==> config.mk <==
export PLATFORM = sky130hd
export DESIGN_NAME = instruction_fetch
export DESIGN_NICKNAME = d
export VERILOG_FILES = /design/src/rtl/instruction_fetch.sv
export SDC_FILE = /design/constraint.sdc
export NUM_CORES = 1
export LEC_CHECK = 0
export ABC_AREA = 1
export CAP_MARGIN = 25
export CORE_MARGIN = 1.5
export CORE_UTILIZATION = 30
export DETAILED_ROUTE_END_ITERATION = 6
export DONT_BUFFER_PORTS = 1
export SYNTH_ARGS = -nofsm -noshare
export SYNTH_HDL_FRONTEND = slang
export SYNTH_SLANG_ARGS = --single-unit
export TNS_END_PERCENT = 100
==> constraint.sdc <==
create_clock -name clk_i -period 5.76 [get_ports clk_i]
set_input_delay 1.152 -clock clk_i [delete_from_list [all_inputs] [get_ports clk_i]]
set_output_delay 1.152 -clock clk_i [all_outputs]
set_load 0.01 [all_outputs]
==> src/rtl/instruction_fetch.sv <==
// Instruction fetch stage: PC register, IF/ID pipeline register, stall, flush and redirect.
// Define FETCH_MISALIGN_TRAP_EN to turn misaligned redirect targets into a halting fault.
module instruction_fetch #(
  parameter logic [31:0] RESET_PC   = 32'h0000_0000,
  parameter int unsigned IMEM_BYTES = 1024
) (
  input  logic        clk_i,
  input  logic        rst_i,
  output logic [31:0] imem_addr_o,
  input  logic [31:0] imem_instr_i,
  input  logic        id_ready_i,
  input  logic        redirect_i,
  input  logic [31:0] redirect_pc_i,
  output logic        if_valid_o,
  output logic [31:0] if_pc_o,
  output logic [31:0] if_pc_plus4_o,
  output logic [31:0] if_instr_o,
  output logic        fault_o
);

  localparam logic [31:0] NOP       = 32'h0000_0013;
  localparam logic [31:0] IMEM_SIZE = 32'(IMEM_BYTES);

  typedef enum logic {
    RUN  = 1'b0,
    HALT = 1'b1
  } state_e;

  state_e      state_q;
  logic [31:0] pc_q;
  logic        if_valid_q;
  logic [31:0] if_pc_q;
  logic [31:0] if_pc_plus4_q;
  logic [31:0] if_instr_q;
  logic        fault_q;

  logic        load_d;
  logic [31:0] pc_plus4_d;
  logic [31:0] seq_pc_d;
  logic [31:0] redir_pc_d;
  logic        misalign_d;

  // Handshake: the IF/ID word moves on when if_valid_o && id_ready_i at a rising
  // edge; an empty IF/ID register refills regardless of id_ready_i.
  assign load_d     = (state_q == RUN) && (!if_valid_q || id_ready_i);
  assign pc_plus4_d = pc_q + 32'd4;
  assign seq_pc_d   = (pc_plus4_d >= IMEM_SIZE) ? 32'd0 : pc_plus4_d;
  assign redir_pc_d = (redirect_pc_i & ~32'h3) % IMEM_SIZE;

`ifdef FETCH_MISALIGN_TRAP_EN
  assign misalign_d = |redirect_pc_i[1:0];
`else
  assign misalign_d = 1'b0;
`endif

  always_ff @(posedge clk_i) begin
    if (rst_i) begin
      state_q       <= RUN;
      pc_q          <= RESET_PC;
      if_valid_q    <= 1'b0;
      if_pc_q       <= 32'd0;
      if_pc_plus4_q <= 32'd0;
      if_instr_q    <= NOP;
      fault_q       <= 1'b0;
    end else begin
      case (state_q)
        RUN: begin
          if (redirect_i) begin
            // Flush wins over load; a faulting target leaves pc_q where it was.
            if_valid_q <= 1'b0;
            if_instr_q <= NOP;
            if (misalign_d) begin
              state_q <= HALT;
              fault_q <= 1'b1;
            end else begin
              pc_q <= redir_pc_d;
            end
          end else if (load_d) begin
            if_valid_q    <= 1'b1;
            if_pc_q       <= pc_q;
            if_pc_plus4_q <= pc_plus4_d;
            if_instr_q    <= imem_instr_i;
            pc_q          <= seq_pc_d;
          end
        end
        HALT: begin
          if_valid_q <= 1'b0;
          fault_q    <= 1'b1;
        end
      endcase
    end
  end

  assign imem_addr_o   = pc_q;
  assign if_valid_o    = if_valid_q;
  assign if_pc_o       = if_pc_q;
  assign if_pc_plus4_o = if_pc_plus4_q;
  assign if_instr_o    = if_instr_q;
  assign fault_o       = fault_q;

endmodule

* Yosys cells after proc, flatten, opt, wreduce, memory -nomap -nowiden
Index checks and enable logic that the tools add are counted.
** Operators by class
- Bitwise operators :: 2
- Reduce and logical (&&, ||, !) cells :: 6
- Eq/ne operators :: 1
- Add/subtract/negate cells :: 1
- Order comparisons :: 1
- Muxes and demuxes :: 10
** Operator list (count)
- $mux 32 :: 5
- $add 32x3->32 const B :: 1
- $ge 32x11->1 const B :: 1
- $mux 1 :: 4
- $ne 3x3->1 const B :: 1
- $reduce_and 3->1 :: 1
- $not 1->1 :: 2
- $pmux 1 s2 :: 1
- $reduce_and 2->1 :: 1
- $reduce_bool 2->1 :: 1
- $logic_and 1x1->1 :: 1
- $logic_not 1->1 :: 1
- $logic_or 1x1->1 :: 1
** Word-level totals
- Bits of input ports :: 68
- Output and inout port bits :: 130
- Logic and storage cells :: 28
- Register bits :: 131

* Depth between registers and ports, before layout
Gate-level depths: netlist of the first run.
- Depth after elaboration :: 6
- Gate-level depth with buffers :: 13
- Gate-level depth less buffers :: 13

* Worst setup path after synthesis of the first run
No wires, ideal clock.
- Path type :: in2reg
- Start :: input redirect_i
- End :: register if_pc_plus4_q[14], in the netlist if_pc_plus4_o[14]
- Required time :: 5.689 ns
- Stages on the path :: 8
- Path buffers :: 3
- Slack :: 3.349 ns
- Setup time :: 0.071 ns
- Arrival :: 2.341 ns
- Path through :: clkbuf_8 inv_1 nand3_1 nand2_1 clkbuf_8 clkbuf_1 nand2_1 a21oi_1
** On the way
- Longest elaborated chain between the ends :: 2
** RTL lines
- start: declaration :: RTL line 12 : input logic redirect_i,
- $not 1->1 (no source line)
- $reduce_and 3->1 (no source line)
- end signal: assignment :: RTL line 81 : if_pc_plus4_q <= pc_plus4_d;
- end: declaration :: RTL line 33 : logic [31:0] if_pc_plus4_q;
Every way passes these cells.
A chain may end at the register's enable or synchronous reset.

* Worst setup path in the final report of the first run
- Start :: register pc_q[2], in the netlist imem_addr_o[2]
- End :: register pc_q[3], in the netlist imem_addr_o[3]
** On the way
- Longest elaborated chain between the ends :: 5
** RTL lines
- start: declaration :: RTL line 30 : logic [31:0] pc_q;
- start signal: assignment :: RTL line 76 : pc_q <= redir_pc_d;
- start signal: assignment :: RTL line 83 : pc_q <= seq_pc_d;
- $add 32x3->32 * :: RTL line 46 : assign pc_plus4_d = pc_q + 32'd4;
- $ge 32x11->1 :: RTL line 47 : assign seq_pc_d = (pc_plus4_d >= IMEM_SIZE) ? 32'd0 : pc_plus4_d;
- $mux 32 * :: RTL line 47
- $mux 32 * :: RTL line 78 : end else if (load_d) begin
- $mux 32 * :: RTL line 68 : if (redirect_i) begin
Mark *: on every way between the ends. The rest lies on a longest branch, timed or not. The select of a mux whose other input is x is not followed.

==> impl_metrics.yaml, run 1 <==
logic_synthesis:
  yosysTopAreaCell: "dfxtp_1"
  synth_common_cells: "195 x nand2_1, 123 x dfxtp_1, 93 x a21oi_1, 56 x nor2_1, 41 x inv_1"
  syn_avg_cell_area_um2: 7.49
  netlist.area_leader.share_pct: 46.9
  synthArstFlopShare_pct: 0
  ys_warn_count: 0
  synth.most_common_cell: "nand2_1"
  synthCells: 700
  ys_types: 31
  synth_area_leaders: "dfxtp_1 47%, nand2_1 14%, a21oi_1 8.9%, nor2_1 4.0%, o21ai_0 3.1%"
  synth_enable_flop_cells: 0
  ys_seq_elements: 123
  yosysSeqAreaShare_pct: 46.9
  syn-cell-area_um2: 5250
  yosys_most_used_dff: "dfxtp_1"
timing:
  rsz0062_at_grt: "no"
  setup_viol: 0
  worst_pin_slew_ns: 0.917
  max_slew_margin_pct: 38.8
  max_freq_ghz: 0.373
  finalHoldViolCount: 0
  fin_crit_sh_pct: 46.5
  slew_violations: 0
  min_period_ns: 2.68
  skew_ns: 0.00595
  worst_slack_ns: 3.08
  fin_tns_setup_ns: 0
worst_setup_path:
  cpMaxStageDelayCell: "dfxtp_1"
  reg2reg_from: "imem_addr_o[2]"
  crit_top_cell: "nand2_1"
  crit_family: "simple AND/OR/NAND/NOR gates"
  reg2reg_to: "imem_addr_o[3]"
  worst-r2r-setup-slack_ns: 3.08
  start_kind: "flip-flop"
  crit_arrival_ns: 3.03
  path_cells: "ha_1 -> nand3_2 -> inv_2 -> nand2_4 -> nor2_4 -> nand3_1 -> nand2_1 -> nand2_1 -> nor2_1 -> nand2_1 -> nor2_4 -> nand4_1 -> a21oi_1"
  path_buf_inv: 1
  cp_max_fo: 8
  cpPeakStageDelay_ns: 0.68
  rr_worst_depth: 13
  endpoint_kind: "flip-flop"
  worstPathRequired_ns: 6.11
  worstSetupPathType: "flip-flop to flip-flop"
clock_tree:
  clk_pin_slew_ns: 0.06
  cts.root.buffer_cell: "clkbuf_16"
  cts_tree: "done"
  cts_buffers: 17
  cts_setup_buffers: 0
  htreeDepth: 4
  clock_sinks: 123
  postCtsHoldBufs: 0
  cts_buffer_depth: 2
  clock_latency_ns: 0.42
  cts_resized: 0
global_route:
  grt_pass1_vias: 4083
  global_route.overflow_total: 0
  antenna_found_initial: 0
  grt_pass1_wl_um: 24200
  grtUsageTotal_pct: 17.5
  grt_max_degree: 89
cells_and_area:
  layout.nets: 756
  drive_above_1_share_pct: 11.1
  antenna_cells: 0
  areaGrowthSynthToFinish_pct: 13.5
  final_util_pct: 34.7
floorplanning:
  die_x_um: 135
  start_util_pct: 30.5
  dieArea_um2: 18300
  fp.coreArea_um2: 17200
  io_pins: 198
  row_count: 48
  die_y_um: 135
detailed_routing:
  viasPerCell: 4.76
  drt_wl_total_um: 15700
  vias: 4400
  ant_nets: 0
  first_pass_iters: 4
  remaining_drc_errors: 0
  wl_per_cell_um: 17.0
  drtIter0Drc: 285
placement:
  gp_congestion: 0.821
  hpwl_um: 11300
  place_ws_ns: 2.68
  port_buffers: 0
outcome:
  outcome: "completed"
run:
  maxCapViolCount: 0
power_and_ir_drop:
  vdd_drop_max_v: 0.000169
  p_leak_nw: 2.15
  power.total_mw: 2.10
  powerDensity_nw_per_um2: 352
worst_hold_path:
  hold_path_startpoint: "if_instr_o[20]"
  hold_path_depth: 2
  min_to: "if_instr_o[20]"
  hold_class: "flip-flop to flip-flop"
-- state kept, by name, summed over array words and instances (netlist names) --
name and cells:
if_instr_o 32, if_valid_o 1, imem_addr_o 30, if_pc_plus4_o 30
if_pc_o 30
-- cell usage in the layout (no fill, tap or decap), drive strengths merged --
| cell | synthesis | layout |
|---|---|---|
| nand2 | 205 | 205 |
| bufinv | 0 | 3 |
| clkinv | 0 | 8 |
| inv | 51 | 51 |
| nand3 | 18 | 18 |
| nor3 | 22 | 22 |
| xor2 | 10 | 10 |
| buf | 15 | 4 |
| o211ai | 3 | 3 |
| xnor2 | 1 | 1 |
| clkinvlp | 0 | 3 |
| o22ai | 3 | 3 |
| o21a | 1 | 1 |
| conb | 1 | 7 |
| a21oi | 93 | 93 |
| o21ai | 34 | 34 |
| nand4 | 9 | 9 |
| ha | 1 | 1 |
| dfxtp | 123 | 123 |
| nor2 | 75 | 75 |
| clkbuf | 25 | 18 |
| a22oi | 8 | 8 |
-- metal layers --
layer,global-route usage (%),share of wire (%),up-vias
met5,0,0,-
met2,26.0,45,134
met4,6.15,1.8,0
met3,9.24,11,22
li1,-,-,2238
met1,21.5,43,2006
-- area by class of cell --
cell class | count | area, um^2
clock buffer | 18 | 439
clock inverter | 14 | 171
fill | 1853 | 11200
inverter | 51 | 193
multi-input combinational | 490 | 2360
sequential | 123 | 2460
tap | 225 | 282
timing repair buffer | 4 | 50.0
-- logic make-up after synthesis --
family	count (synthesis)	synth area share [%]
AOI/OAI and AO/OA	142	14.2
adders and majority gates	1	0.239
DFF	123	46.9
other	1	0.0715
buffers and inverters	93	8.52
xor gates and xnor gates	11	1.84
and+or+nand+nor	329	28.2
-- report_power, final --
part	total (mW)	switching, mW	internal (mW)
combinational	0.0778	0.0522	0.0256
sequential	0.924	0.0432	0.881
clock	1.10	0.405	0.692
-- worst register-to-register path, cell delays in order (launching register included) --
cell and delay (ns):
dfxtp_1 0.68, ha_1 0.41, nand3_2 0.22, inv_2 0.13
nand2_4 0.10, nor2_4 0.14, nand3_1 0.09, nand2_1 0.07
nand2_1 0.09, nor2_1 0.10, nand2_1 0.09, nor2_4 0.23
nand4_1 0.14, a21oi_1 0.14
-- how the worst max path moves through the flow --
| stage | slack [ns] | to | depth (start not counted) | startpoint |
|---|---|---|---|---|
| finish | 3.08 | imem_addr_o[3] | 13 | imem_addr_o[2] |
| global route | 2.85 | imem_addr_o[8] | 13 | imem_addr_o[2] |
| CTS | 3.10 | imem_addr_o[3] | 13 | imem_addr_o[2] |
| detailed placement | 2.68 | if_pc_plus4_o[7] | 7 | redirect_i |
| global placement | 2.67 | if_pc_o[2] | 7 | redirect_i |
| floorplan | 3.35 | if_pc_plus4_o[14] | 8 | redirect_i |
-- through the flow --
stage,cells,hold WS (ns),instance area (um^2)
2_1_floorplan,706,0.487,5270
3_3_place_gp,892,0.495,5320
3_5_place_dp,893,0.498,5350
4_1_cts,925,0.507,5960
5_1_grt,925,0.523,5960
6_report,925,0.505,5960
(Power assumes the default switching activity.)
==> run 2, diff against run 1 <==
clock period = 2.2 ns   (was 5.76 ns; I/O delays follow)
==> impl_metrics.yaml, run 2 (synthesis results as in run 1) <==
outcome:
  outcome: "completed"
cells_and_area:
  layout.cells.most_common: "nand2_1"
  fin_area_um2: 6170
  final_cell_mix: "194 x nand2_1, 117 x dfxtp_1, 92 x a21oi_1"
  largest_register_ffs: 32
  areaGrowthSynthToFinish_pct: 17.6
  nFillCells: 1862
  drive_above_1_share_pct: 16.9
  layout.nets: 785
  antenna_cells: 0
  instances_no_fill: 954
placement:
  place_ws_ns: 0.139
  hpwl_um: 11600
  placed_area_um2: 5530
  port_buffers: 0
  gp_congestion: 0.872
  place_inst: 920
timing:
  finalHoldViolCount: 0
  rsz0062_at_grt: "no"
  fin_tns_setup_ns: 0
  fin_crit_sh_pct: 92.9
  setup_viol: 0
  worst_slack_ns: 0.156
  max_freq_ghz: 0.489
  min_period_ns: 2.04
  skew_ns: 0.00599
  slew_violations: 0
power_and_ir_drop:
  powerDensity_nw_per_um2: 856
  p_leak_nw: 2.28
  vdd_drop_max_v: 0.000511
clock_tree:
  cts_tree: "done"
  cts.root.buffer_cell: "clkbuf_16"
  clock_latency_ns: 0.41
  cts_buffer_depth: 2
  cts_buffers: 17
  clock_sinks: 123
  postCtsHoldBufs: 0
  htreeDepth: 4
  clk_pin_slew_ns: 0.06
worst_setup_path:
  worstSetupPathType: "flip-flop to flip-flop"
  path_cells: "ha_4 -> nand3_4 -> inv_2 -> nand2_4 -> nor2_4 -> nand3_1 -> nand2_1 -> nand2_1 -> nor2_1 -> nand2_1 -> nor2_4 -> nand4_1 -> a21oi_1"
  rr_worst_depth: 13
  crit_top_cell: "nand2_1"
  start_kind: "flip-flop"
  worst-r2r-setup-slack_ns: 0.16
  endpoint_kind: "flip-flop"
  worstPathRequired_ns: 2.55
  crit_arrival_ns: 2.39
  crit_family: "simple AND/OR/NAND/NOR gates"
  cpMaxStageDelayCell: "dfxtp_1"
  reg2reg_to: "imem_addr_o[5]"
  reg2reg_from: "imem_addr_o[2]"
  cp_max_fo: 8
  path_buf_inv: 1
  cpPeakStageDelay_ns: 0.37
global_route:
  grt_max_degree: 89
  antenna_found_initial: 0
  grt_pass1_vias: 4334
  grtUsageTotal_pct: 17.6
  grt_pass1_wl_um: 24500
  global_route.overflow_total: 0
worst_hold_path:
  hold_path_startpoint: "rst_i"
  hold_path_depth: 1
  hold_class: "input pin to flip-flop"
  min_to: "if_instr_o[21]"
run:
  maxCapViolCount: 0
detailed_routing:
  viasPerCell: 4.73
  remaining_drc_errors: 0
  ant_nets: 0
  first_pass_iters: 4
  drtIter0Drc: 245
  vias: 4512
  wl_per_cell_um: 16.6
  drt_wl_total_um: 15900
floorplanning:
  start_util_pct: 30.5
  die_x_um: 135
  row_count: 48
  dieArea_um2: 18300
  io_pins: 198
  fp.coreArea_um2: 17200
  die_y_um: 135
## run 2: changes by cell type in the layout (fill, tap and decap cells not counted), moves of 2 or more
cell / delta
nor2_2: +5
clkbuf_8: +2
clkinvlp_4: +2
bufinv_16: -2
dfxtp_2: +6
dfxtp_1: -6
clkinv_2: +3
buf_4: +30
nor2_1: -6
clkinv_4: -4
## run 2: how the worst max path moves through the flow
stage	from	endpoint	depth (start not counted)
floorplan	imem_addr_o[2]	imem_addr_o[2]	13
global placement	imem_addr_o[2]	imem_addr_o[8]	13
detailed placement	imem_addr_o[2]	imem_addr_o[2]	13
CTS	imem_addr_o[2]	imem_addr_o[2]	13
global route	imem_addr_o[10]	imem_addr_o[3]	12
finish	imem_addr_o[2]	imem_addr_o[5]	13
## run 2: area by class of cell
cell class | instances | area (um^2) | share of cell area (%)
flip-flops and latches | 123 | 2470 | 40.0
multi-input cells | 490 | 2410 | 39.1
clock buffers | 20 | 467 | 7.57
well taps | 225 | 282 | 4.56
repair buffers | 33 | 248 | 4.02
inverters | 51 | 193 | 3.12
clock inverters | 12 | 97.6 | 1.58
## run 2: power by group
part	switching (mW)	internal, mW	leakage (nW)
logic	0.157	0.0803	1.00
clock network	1.02	1.63	0.269
registers	0.0930	2.31	1.01
total	1.27	4.01	2.28
## run 2: timing repair
action                     4_1_cts  5_1_grt
setup endpoints to repair        0        8
gates resized for setup          0       19
setup buffers                    0        2
## run 2: layer usage
layer	vias up	part of all wire, %	global-route usage, %
li1	2285	-	-
met1	2047	42	21.3
met2	149	45	26.2
met3	31	10	8.98
met4	0	2.8	7.71
met5	-	0	0
## run 2: metrics by stage
step	hold WS, ns	power, mW	utilization [%]
after floorplan	0.487	2.64	-
after global placement	0.495	2.68	32.2
after detailed placement	0.498	2.68	32.2
after CTS	0.0746	5.32	35.5
after global routing	0.0661	5.48	35.9
final	0.0840	5.28	35.9
